--- src/rtl/frame_snapshot_buffer.sv ---
// Double-buffered per-frame snapshot of the CPU video RAM.
// A vsync rise copies the source into the back bank, then the banks swap.
module frame_snapshot_buffer #(
  parameter int ADDR_WIDTH = 8,
  parameter int DATA_WIDTH = 4,
  parameter int SRC_LATENCY = 1,
  parameter logic [ADDR_WIDTH-1:0] STATUS_ADDR_LO = 'h10,
  parameter logic [ADDR_WIDTH-1:0] STATUS_ADDR_HI = 'h89
) (
  input  logic                    clk,
  input  logic                    reset,
  input  logic                    vsync,
  output logic [ADDR_WIDTH-1:0]   src_addr,
  input  logic [DATA_WIDTH-1:0]   src_data,
  input  logic [ADDR_WIDTH-1:0]   frame_addr,
  output logic [DATA_WIDTH-1:0]   frame_data,
  output logic [2*DATA_WIDTH-1:0] sprite_enable_status,
  output logic                    busy,
  output logic                    frame_done,
  output logic                    overrun,
  input  logic                    overrun_clear
);
  localparam int DEPTH = 2**ADDR_WIDTH;
  localparam logic [ADDR_WIDTH-1:0] LAST = ADDR_WIDTH'(DEPTH-1);
  localparam logic [2:0] DRAIN_LAST = 3'(SRC_LATENCY-1);

  typedef enum logic [1:0] {IDLE, ISSUE, DRAIN, SWAP} state_t;
  state_t state, state_d;

  logic                    vsync_q;
  logic                    vsync_rise;
  logic [2:0]              drain_cnt;
  logic                    front_sel;
  logic [SRC_LATENCY-1:0]  pipe_v;
  logic [ADDR_WIDTH-1:0]   pipe_a [SRC_LATENCY];
  logic                    tail_v;
  logic [ADDR_WIDTH-1:0]   tail_a;
  logic [2*DATA_WIDTH-1:0] status_stage;
  logic [DATA_WIDTH-1:0]   mem [2*DEPTH];

  assign vsync_rise = vsync & ~vsync_q;
  assign tail_v = pipe_v[SRC_LATENCY-1];
  assign tail_a = pipe_a[SRC_LATENCY-1];

  always_comb begin
    state_d = state;
    unique case (state)
      IDLE:    if (vsync_rise) state_d = ISSUE;
      ISSUE:   if (src_addr == LAST) state_d = DRAIN;
      DRAIN:   if (drain_cnt == DRAIN_LAST) state_d = SWAP;
      SWAP:    state_d = IDLE;
      default: state_d = IDLE;
    endcase
  end

  always_ff @(posedge clk or posedge reset) begin
    if (reset) begin
      state <= IDLE;
      vsync_q <= 1'b0;
      src_addr <= '0;
      drain_cnt <= '0;
      front_sel <= 1'b0;
      busy <= 1'b0;
      frame_done <= 1'b0;
      overrun <= 1'b0;
      sprite_enable_status <= '0;
      status_stage <= '0;
      pipe_v <= '0;
      for (int i = 0; i < SRC_LATENCY; i++) pipe_a[i] <= '0;
    end else begin
      state <= state_d;
      vsync_q <= vsync;
      busy <= (state_d != IDLE);
      frame_done <= (state_d == SWAP);
      if (state == ISSUE && src_addr != LAST)
        src_addr <= src_addr + ADDR_WIDTH'(1);
      else
        src_addr <= '0;
      if (state == DRAIN)
        drain_cnt <= drain_cnt + 3'd1;
      else
        drain_cnt <= '0;
      // in-flight reads: the tail lines up with src_data
      pipe_v[0] <= (state == ISSUE);
      pipe_a[0] <= src_addr;
      for (int i = 1; i < SRC_LATENCY; i++) begin
        pipe_v[i] <= pipe_v[i-1];
        pipe_a[i] <= pipe_a[i-1];
      end
      if (tail_v && tail_a == STATUS_ADDR_LO)
        status_stage[DATA_WIDTH-1:0] <= src_data;
      if (tail_v && tail_a == STATUS_ADDR_HI)
        status_stage[2*DATA_WIDTH-1:DATA_WIDTH] <= src_data;
      if (state == SWAP) begin
        front_sel <= ~front_sel;
        sprite_enable_status <= status_stage;
      end
      if (vsync_rise && state != IDLE)
        overrun <= 1'b1;
      else if (overrun_clear)
        overrun <= 1'b0;
    end
  end

  always_ff @(posedge clk) begin
    if (tail_v)
      mem[{~front_sel, tail_a}] <= src_data;
  end

  always_ff @(posedge clk or posedge reset) begin
    if (reset)
      frame_data <= '0;
    else
      frame_data <= mem[{front_sel, frame_addr}];
  end

endmodule
--- config.mk ---
export PLATFORM = sky130hd
export DESIGN_NAME = frame_snapshot_buffer
export DESIGN_NICKNAME = d
export VERILOG_FILES = /design/src/rtl/frame_snapshot_buffer.sv
export SDC_FILE = /design/constraint.sdc
export NUM_CORES = 2
export LEC_CHECK = 0
export CORE_MARGIN = 8
export CORE_UTILIZATION = 45
export DETAILED_ROUTE_END_ITERATION = 6
export PLACE_DENSITY_LB_ADDON = 0.1
export SYNTH_ARGS = -nofsm -noshare
export SYNTH_HDL_FRONTEND = slang
export SYNTH_SLANG_ARGS = --single-unit
--- constraint.sdc ---
create_clock -name clk -period 2.55 [get_ports clk]
set_input_delay 0.51 -clock clk [delete_from_list [all_inputs] [get_ports clk]]
set_output_delay 0.51 -clock clk [all_outputs]
set_load 0.01 [all_outputs]
* Word-level counts from Yosys, hierarchy flattened
Memory sizes are Yosys's and may differ from the RTL's. A register that Yosys moved wholly into a read port is not among the register bits.
Index checks and enable logic that the tools add are counted.
** Storage, ports and cells
- Flip-flop bits (word level) :: 43
- Bits in writable memories :: 2048
- Input port bits :: 16
- Output and inout port bits :: 23
- Logic and storage cells :: 46
- Memories kept :: 1
** Memories
- mem :: words 512, width 4, rd ports 1, clocked after Yosys merged registers in 1, write ports 1, RTL line 39 : logic [DATA_WIDTH-1:0] mem [2*DEPTH];
** Cells by class
- $add $sub $neg :: 2
- Equality and inequality tests :: 8
- Muxes and demuxes :: 10
- Bitwise logic cells :: 3
- Reduce and logical (&&, ||, !) cells :: 9
** Operator list (count)
- $eq 8x8->1 const B :: 2
- $add 8x1->8 const B :: 1
- $eq 8x5->1 const B :: 1
- $mux 8 :: 1
- $ne 8x8->1 const B :: 1
- $pmux 2 s4 :: 1
- $eq 2x2->1 const B :: 3
- $mux 2 :: 3
- $reduce_bool 2->1 :: 3
- $logic_and 1x1->1 :: 4
- $mux 1 :: 4
- $add 3x1->3 const B :: 1
- $logic_not 3->1 :: 1
- $mux 3 :: 1
- $eq 2x1->1 const B :: 1
- $logic_not 2->1 :: 1
- $not 1->1 :: 2
- $and 1x1->1 :: 1

* Longest topological paths before layout
- Depth after elaboration :: 5
- Depth in mapped cells :: 14

* Worst setup path before layout
No wires, ideal clock.
- Path kind :: input-to-reg
- Start :: in frame_addr[0]
- End :: reg frame_data[1], read port of mem
- Library setup time :: 135 ps
- Arrival :: 2441 ps
- Required time :: 2415 ps
- Slack :: -26 ps
- Stages on the path :: 9
- Cell sequence :: buf_6 buf_12 buf_12 mux4_1 mux4_2 a211o_1 o31a_2 nand4_1 a311oi_2
** RTL lines
- from (decl) :: RTL line 15 : input logic [ADDR_WIDTH-1:0] frame_addr,
- to (decl) :: RTL line 16 : output logic [DATA_WIDTH-1:0] frame_data,

==> results.cfg <==
[logic_synthesis]
synth-async-reset-ratio_pct = 2.24
yosys.cell_types.count = 89
synth_nets = 4667
synth_edf_count = 2048
syn_area_sq_um = 84500
synth_most_common_cell = edfxtp_1
synth.avg_cell_area_sq_um = 18.2
synth_top_area_share_pct = 72.8
ys_top_cells_by_count = edfxtp_1, nor2_1, mux2i_1
synth-warning-count = 0
yosysSeqAreaShare_pct = 74.2
syn_inst = 4648
synth_ff_type = edfxtp_1
yosys-top-cells-area = edfxtp_1, mux4_2, mux2i_1
synth.ff_latch_count = 2095
synthDominantAreaCellType = edfxtp_1

[layout]
num-fill-cells = 14886
final_nets = 5296
area_delta_synth_final_pct = 18.2
drive_above_1_share_pct = 25.4
final_util_pct = 53.3

[global_routing]
grt_usage_pct = 23.4
grt_max_degree = 115
antenna_found_initial = 9
first_global_vias = 46524
overflow = 0
grt_pass1_wl_um = 345000

[die]
die_w_um = 449
core_sq_um = 187000
dieHeight_um = 449
initial_utilization_pct = 45.1
io-pin-count = 39
rows = 159
dieArea_sq_um = 202000

[cts]
clk_pin_slew_ns = 0.06
ctsLongestPathBuffers = 3
cts_tree = done
cts_max_level = 4
clock-root-buffer = clkbuf_16
cts_buffers = 214
clk_latency_ns = 0.84
post-cts-setup-buffer-count = 0
cts.sinks = 2095

[sta]
period_minus_slack_ns = 2.53
finalMaxSlewViolations = 0
rsz0062_at_grt = yes
setup_violations = 0
timing.max_slew.rel_slack_pct = 54.1
setup_tns_ns = 0
max_freq_mhz = 395
tightest_slew_ns = 0.689
finClkSkew_ns = 0.0262
finalCritPeriodShare_pct = 99.4
hold_viol = 0

[critical_path]
crit_type = in2reg
end_kind = flop
cp.required_ns = 3.27
crit_fanout = 14
cp-start-kind = input port
cp.arrival_ns = 3.26

[routing]
post_drt_wl_per_cell_um = 30.3
drc = 0
drtIter0Drc = 5185
vias = 46780
dr.pass1.iters = 5
finalWirelength_um = 241000
ant_nets = 0
viasPerCell = 5.88

[power]
p_leak_nw = 33.4
ir_worst_vdd_v = 0.000624
power_density_nw_per_um2 = 766

[placement]
gp_congestion = 0.861
hpwl_um = 162000
io_buffers = 38

[run_status]
status = finished clean

[hold_path]
hp-class = in2async

[flow_run]
drv_cap = 0
[final cells by class]
cell class	count	area [sq um]	area share [%]
tap	2495	3120	3.13
clock inverter	118	1130	1.14
multi-input combinational	2219	19600	19.6
clock buffer	274	5780	5.79
inverter	14	57.6	0.0577
sequential	2095	62700	62.8
timing repair buffer	733	7430	7.45
antenna	3	7.51	0.00752
[per-stage QoR]
step | setup slack (ns) | instances | cell area (sq um) | power, W | hold slack [ns]
floorplan | 0.00857 | 4648 | 84500 | 0.0417 | 0.432
global placement | -1.18 | 7555 | 92700 | 0.0461 | 0.441
detailed placement | -1.20 | 7555 | 92700 | 0.0462 | 0.439
CTS | 0.00553 | 7948 | 99700 | 0.0770 | 0.00626
global route | -0.0213 | 7950 | 99800 | 0.0785 | 0.0372
finish | 0.0158 | 7951 | 99800 | 0.0765 | 0.0682
[repair_timing]
item	in CTS	in global routing
hold buffers	1	0
endpoints found under the setup margin	4	12
endpoints found under the hold margin	10	0
gates resized for setup	13	27
pin swaps	2	4
[where the power goes]
| part | internal, W | switching [W] |
|---|---|---|
| Sequential | 0.0381 | 0.000201 |
| Clock | 0.0181 | 0.0129 |
| Combinational | 0.00238 | 0.00475 |
[kinds of logic after synthesis]
kind of cell | synth area share, %
mux | 13.6
xor+xnor | 0.0830
fa+ha+maj | 0.0444
flops | 74.2
simple gates | 4.41
compound gates | 4.70
buf+inv | 2.97
[worst max-delay path, cell delays in order]
cell and delay (ns):
clkdlybuf4s50_1 0.51, buf_12 0.14, buf_12 0.12, buf_4 0.13, or2_2 0.22, buf_4 0.30, nor4_1 0.12, nor3_1 0.29
nand4_1 0.28, a21o_2 0.31, a2111oi_2 0.31
[state kept, by name, summed over array words and instances (netlist names)]
signal	count
busy	1
drain_cnt	3
frame_data	4
frame_done	1
front_sel	1
mem	2048
overrun	1
pipe_a	8
pipe_v	1
sprite_enable_status	8
src_addr	8
state	2
status_stage	8
vsync_q	1
[worst paths after layout]
path	start	end	slack (ns)	cells after the start
max	frame_addr[5]	frame_data[3]	0.02	11
min	reset	frame_done	0.07	2
max reg2reg	front_sel	mem[492][2]	0.04	8
min reg2reg	drain_cnt[0]	drain_cnt[0]	0.46	1
max in group asynchronous	reset	status_stage[3]	1.84	3
min in group clk	src_data[3]	mem[254][3]	0.07	1
[layer usage]
layer,share of wire (%),track usage (%),vias to the layer above,routed length (um)
met2,46,36.5,1832,112000
met1,44,34.5,24608,106000
li1,-,-,20043,-
met5,0.0054,0,-,13
met4,2.1,5.46,2,5150
met3,7.5,3.96,295,18000
[layout by cell type, fill, tap and decap left out, types with 47 or more instances in the layout]
cell and count:
buf_4 551, edfxtp_1 2048, nand2_1 98, mux4_2 243, buf_12 142, nor2_1 598
clkbuf_16 220, clkbuf_1 47, mux2i_1 448, o22ai_1 116, o21ai_0 49, a21oi_1 76
o221ai_1 132
Note: power is estimated with default switching activity, not from simulation.
